`src/rtl/piso_tx.sv`:
```
// piso_tx: parallel-in, serial-out transmitter.
//
// Loads a WIDTH-bit word when idle and i_Valid is high, then shifts it out on
// o_Serial one bit at a time, each bit held CLKS_PER_BIT clocks. A single DONE
// cycle follows every completed frame before the block returns to IDLE.
//
// Parameters:
//   WIDTH        bits per frame (>= 2)
//   CLKS_PER_BIT clocks each bit is held (>= 1)
//   MSB_FIRST    1: bit WIDTH-1 goes first, 0: bit 0 goes first
//
// Ports:
//   i_CLK    clock, rising edge
//   i_RST    synchronous active-high reset
//   i_Data   parallel word, captured only on acceptance
//   i_Valid  load/start request, level-sensitive
//   o_Ready  high in IDLE
//   o_Serial current serial bit (0 outside a frame)
//   o_Frame  high while o_Serial carries a frame bit
//   o_Done   one-cycle pulse after the last bit of a frame
//
// All outputs are registered; none depends combinationally on an input.

module piso_tx #(
    parameter int unsigned WIDTH        = 8,
    parameter int unsigned CLKS_PER_BIT = 4,
    parameter int unsigned MSB_FIRST    = 1
) (
    input  logic             i_CLK,
    input  logic             i_RST,
    input  logic [WIDTH-1:0] i_Data,
    input  logic             i_Valid,
    output logic             o_Ready,
    output logic             o_Serial,
    output logic             o_Frame,
    output logic             o_Done
);

    localparam int unsigned BIT_W = (WIDTH > 2) ? $clog2(WIDTH) : 1;
    localparam int unsigned CYC_W = (CLKS_PER_BIT > 1) ? $clog2(CLKS_PER_BIT) : 1;

    localparam logic [BIT_W-1:0] BIT_LAST = BIT_W'(WIDTH - 1);
    localparam logic [CYC_W-1:0] CYC_LAST = CYC_W'(CLKS_PER_BIT - 1);

    if (WIDTH < 2) begin : g_bad_width
        $error("piso_tx: WIDTH must be >= 2");
    end
    if (CLKS_PER_BIT < 1) begin : g_bad_cpb
        $error("piso_tx: CLKS_PER_BIT must be >= 1");
    end

    typedef enum logic [1:0] {
        StIdle,
        StShift,
        StDone
    } state_e;

    state_e           state_q;
    logic [WIDTH-1:0] shift_q;
    logic [BIT_W-1:0] bit_cnt_q;
    logic [CYC_W-1:0] cyc_cnt_q;
    logic [WIDTH-1:0] shift_next;

    // Bit that leaves the register first for a given word.
    function automatic logic lead_bit(input logic [WIDTH-1:0] w);
        return (MSB_FIRST != 0) ? w[WIDTH-1] : w[0];
    endfunction

    // Register contents after moving on to the next bit.
    always_comb begin
        shift_next = '0;
        if (MSB_FIRST != 0) begin
            shift_next = {shift_q[WIDTH-2:0], 1'b0};
        end else begin
            shift_next = {1'b0, shift_q[WIDTH-1:1]};
        end
    end

    // o_Serial is loaded with the lead bit of whatever the register will hold
    // next, so it always mirrors the register's outgoing bit without a
    // combinational path.
    always_ff @(posedge i_CLK) begin
        if (i_RST) begin
            state_q   <= StIdle;
            shift_q   <= '0;
            bit_cnt_q <= '0;
            cyc_cnt_q <= '0;
            o_Ready   <= 1'b1;
            o_Frame   <= 1'b0;
            o_Serial  <= 1'b0;
            o_Done    <= 1'b0;
        end else begin
            unique case (state_q)
                StIdle: begin
                    if (i_Valid) begin
                        state_q   <= StShift;
                        shift_q   <= i_Data;
                        bit_cnt_q <= '0;
                        cyc_cnt_q <= '0;
                        o_Ready   <= 1'b0;
                        o_Frame   <= 1'b1;
                        o_Serial  <= lead_bit(i_Data);
                    end
                end

                StShift: begin
                    if (cyc_cnt_q == CYC_LAST) begin
                        cyc_cnt_q <= '0;
                        if (bit_cnt_q == BIT_LAST) begin
                            state_q  <= StDone;
                            o_Frame  <= 1'b0;
                            o_Serial <= 1'b0;
                            o_Done   <= 1'b1;
                        end else begin
                            bit_cnt_q <= bit_cnt_q + BIT_W'(1);
                            shift_q   <= shift_next;
                            o_Serial  <= lead_bit(shift_next);
                        end
                    end else begin
                        cyc_cnt_q <= cyc_cnt_q + CYC_W'(1);
                    end
                end

                StDone: begin
                    state_q <= StIdle;
                    o_Done  <= 1'b0;
                    o_Ready <= 1'b1;
                end

                default: begin
                    state_q  <= StIdle;
                    o_Ready  <= 1'b1;
                    o_Frame  <= 1'b0;
                    o_Serial <= 1'b0;
                    o_Done   <= 1'b0;
                end
            endcase
        end
    end

endmodule

```
`config.mk`:
```
export PLATFORM = sky130hd
export DESIGN_NAME = piso_tx
export DESIGN_NICKNAME = d
export VERILOG_FILES = /design/src/rtl/piso_tx.sv
export SDC_FILE = /design/constraint.sdc
export NUM_CORES = 1
export LEC_CHECK = 0
export BUFFER_PORTS_ARGS = -buffer_cell sky130_fd_sc_hd__buf_2
export CAP_MARGIN = 20
export CORE_UTILIZATION = 30
export DETAILED_ROUTE_END_ITERATION = 10
export GPL_TIMING_DRIVEN = 1
export SYNTH_ARGS = -nofsm -noshare
export SYNTH_HDL_FRONTEND = slang
export SYNTH_SLANG_ARGS = --single-unit
```
`constraint.sdc`:
```
create_clock -name i_CLK -period 2.7 [get_ports i_CLK]
set_input_delay 0.81 -clock i_CLK [delete_from_list [all_inputs] [get_ports i_CLK]]
set_output_delay 0.81 -clock i_CLK [all_outputs]
set_load 0.005 [all_outputs]
```
==> impl_metrics.toml <==
[power_and_ir_drop]
p_clk_frac = 0.269
sequentialPowerShare = 0.588
power_density_mw_per_mm2 = 516
power_frac_comb = 0.143
cell_internal_pwr_uw = 366
power_leakage_nw = 0.390
switching_share = 0.259
vdd_drop_max_mv = 0.327
switchingPower_uw = 128

[worst_setup_path]
crit_path_frequent_cell = "ha_1"
timing.rr.start = "bit_cnt_q[0]"
crit_path_cell_trace = "ha_1 -> ha_1 -> nor4bb_1 -> buf_4 -> or2_1 -> o21ai_1"
crit_buf_inv = 1
arrival_ps = 1950
setup.worst_path.class = "reg -> reg"
cpMaxStageDelayCell = "dfxtp_1"
path_max_fanout = 8
cpLargestDelayFamily = "simple AND/OR/NAND/NOR gates"
worst_setup_path_start_kind = "flop"
worstPathRequired_ps = 2880
end_kind = "flop"
rr_endpoint = "shift_q[0]"
ff2ff_setup_slack_ps = 930
critPathMaxStageDelay_ps = 330
r2r_cells = 6

[hold_path]
min_delay_worst_endpoint = "o_Ready"
min_from = "o_Ready"
min_path_cells = 2
hp-class = "reg -> reg"

[route]
drt-wirelength-per-cell_um = 12.6
first_iter_violations = 24
ant_nets = 0
drc = 0
firstDrtPassIters = 4
vias = 670
vias_per_cell = 5.19
totalWireLength_um = 1630

[sta]
slew_headroom = 0.692
fin_skew_ps = 0.874
hold_viol = 0
post-route-period-util = 0.654
max_freq_mhz = 566
finalCriticalPeriod_ps = 1770
tns_ps = 0
tightest_slew_ps = 459
drv_slew = 0
rsz0062_at_grt = "false"
setup_viol = 0

[finish]
layout-drive-gt1-share = 0.286
utilization = 0.351
fin_nets = 114
n_antenna_cell = 0
area_growth_pct = 11.8
nFillCells = 287

[grt]
grt_max_degree = 18
grt_pass1_wl_um = 2860
track_usage = 0.117
grt.overflow.total = 0
grt_pass1_vias = 634
antenna_found_initial = 0

[synth]
ys_seq_area_frac = 0.420
postSynthAreaPerCell_um2 = 9.97
synth_top_cell_by_area = "dfxtp_1"
synth_seq_cells = 18
synthArstFlopShare = 0
synth_ff_type = "dfxtp_1"
synth_edf_count = 0
synth_area_leaders = "dfxtp_1, a211oi_2, mux2i_1"
yosysWarnings = 0
ys_types = 30
netlist_area_um2 = 857
netlist_instances = 86
syn_nets = 100
yosys.area.top_type_share = 0.420

[clocking]
cts_buffer_depth = 2
post_cts_buffers = 0
cts_hold_buf = 0
cts_buffers = 3
cts-htree-levels = 1
ctsRootBufferMaster = "clkbuf_4"
cts.sinks = 18
cts_resized = 0
cts_tree = "built"
clk_latency_ps = 290
path_clk_slew_ps = 100

[run_status]
outcome = "completed"

[die]
die_y_um = 55.5
pin_count = 15
rows = 19
fp.coreArea_mm2 = 0.00273
chipWidth_um = 55.5
dieArea_mm2 = 0.00307
initial_core_util = 0.314

[flow_run]
maxCapViolations = 0

[placement]
io_buffer_count = 14
gp_congestion = 0.742
hpwl_um = 1170
-- state kept, by name, indices dropped and copies added, names as in the netlist --
register   cells
o_Done         1
shift_q        7
o_Ready        1
bit_cnt_q      3
o_Frame        1
state_q        2
o_Serial       1
cyc_cnt_q      2
-- placed cells by master, fill, tap and decap left out, drive strengths merged --
cell,instances
a32o,1
nor3,10
a211oi,6
o22ai,2
or4b,1
nor4bb,1
inv,1
nor3b,1
a22o,2
nand2b,3
nand3b,1
clkbuf,3
mux2i,6
o21ai,4
a21boi,1
or3,1
nor2,2
buf,16
nand2,6
or2,1
dfxtp,18
o31ai,1
or3b,1
a31oi,2
mux2,1
nor2b,1
a21oi,2
ha,3
-- layout make-up --
type	instances	area [um^2]	share of cell area
multi-input combinational	60	448	0.467
sequential	18	360	0.376
timing repair buffer	16	85.1	0.0888
tap	31	38.8	0.0405
clock buffer	3	22.5	0.0235
inverter	1	3.75	0.00392
-- cell families after synthesis --
logic type	Yosys count	synth area share
flops	18	0.420
mux	7	0.0832
compound gates	21	0.201
fa+ha+maj	3	0.0438
buf+inv	8	0.0569
simple gates	29	0.194
-- stage by stage --
stage / hold WS, ps / area (um^2) / power (mW) / setup slack, ps / std cells
6_report: 445 / 958 / 0.495 / 935 / 129
5_1_grt: 454 / 958 / 0.523 / 812 / 129
4_1_cts: 448 / 958 / 0.502 / 913 / 129
3_5_place_dp: 434 / 936 / 0.368 / 714 / 126
3_3_place_gp: 429 / 936 / 0.367 / 745 / 126
2_1_floorplan: 428 / 857 / 0.351 / 1060 / 86
-- tightest hold or removal path: cells and delay by family, from the launching register on --
family / cells / cell delay, ps
flops: 1 / 320
simple gates: 2 / 90
-- metal layers --
layer | share of wire | track usage | vias up | wire length, um
met5 | 0 | 0 | - | 0
met4 | 0 | 0.0214 | 0 | 0
met3 | 0.045 | 0.0515 | 0 | 73
met2 | 0.43 | 0.167 | 13 | 705
met1 | 0.52 | 0.164 | 316 | 847
li1 | - | - | 341 | -
-- power groups by stage --
stage / sequential [mW] / combinational (mW) / clock, mW
floorplan: 0.293 / 0.0573 / 0
global placement: 0.297 / 0.0702 / 0
detailed placement: 0.297 / 0.0709 / 0
CTS: 0.291 / 0.0712 / 0.140
global route: 0.293 / 0.0780 / 0.152
finish: 0.291 / 0.0705 / 0.133
-- worst max path at each step --
stage,start,depth (start not counted),to
CTS,bit_cnt_q[0],6,shift_q[0]
finish,bit_cnt_q[0],6,shift_q[0]
global route,bit_cnt_q[0],6,shift_q[2]
floorplan,i_RST,3,state_q[1]
global placement,i_Valid,4,shift_q[4]
detailed placement,i_Valid,4,shift_q[0]
-- Yosys cell counts (2+ instances only) --
master    number
a211oi_2       6
a22o_1         2
a31oi_1        2
o21ai_0        3
nor3_1        10
nor2_1         2
a21oi_1        2
dfxtp_1       18
mux2i_1        6
buf_2          3
nand2b_1       3
ha_1           3
clkbuf_1       2
buf_6          2
nand2_1        6
o22ai_1        2
No activity file was read; power rests on OpenSTA's default activity.
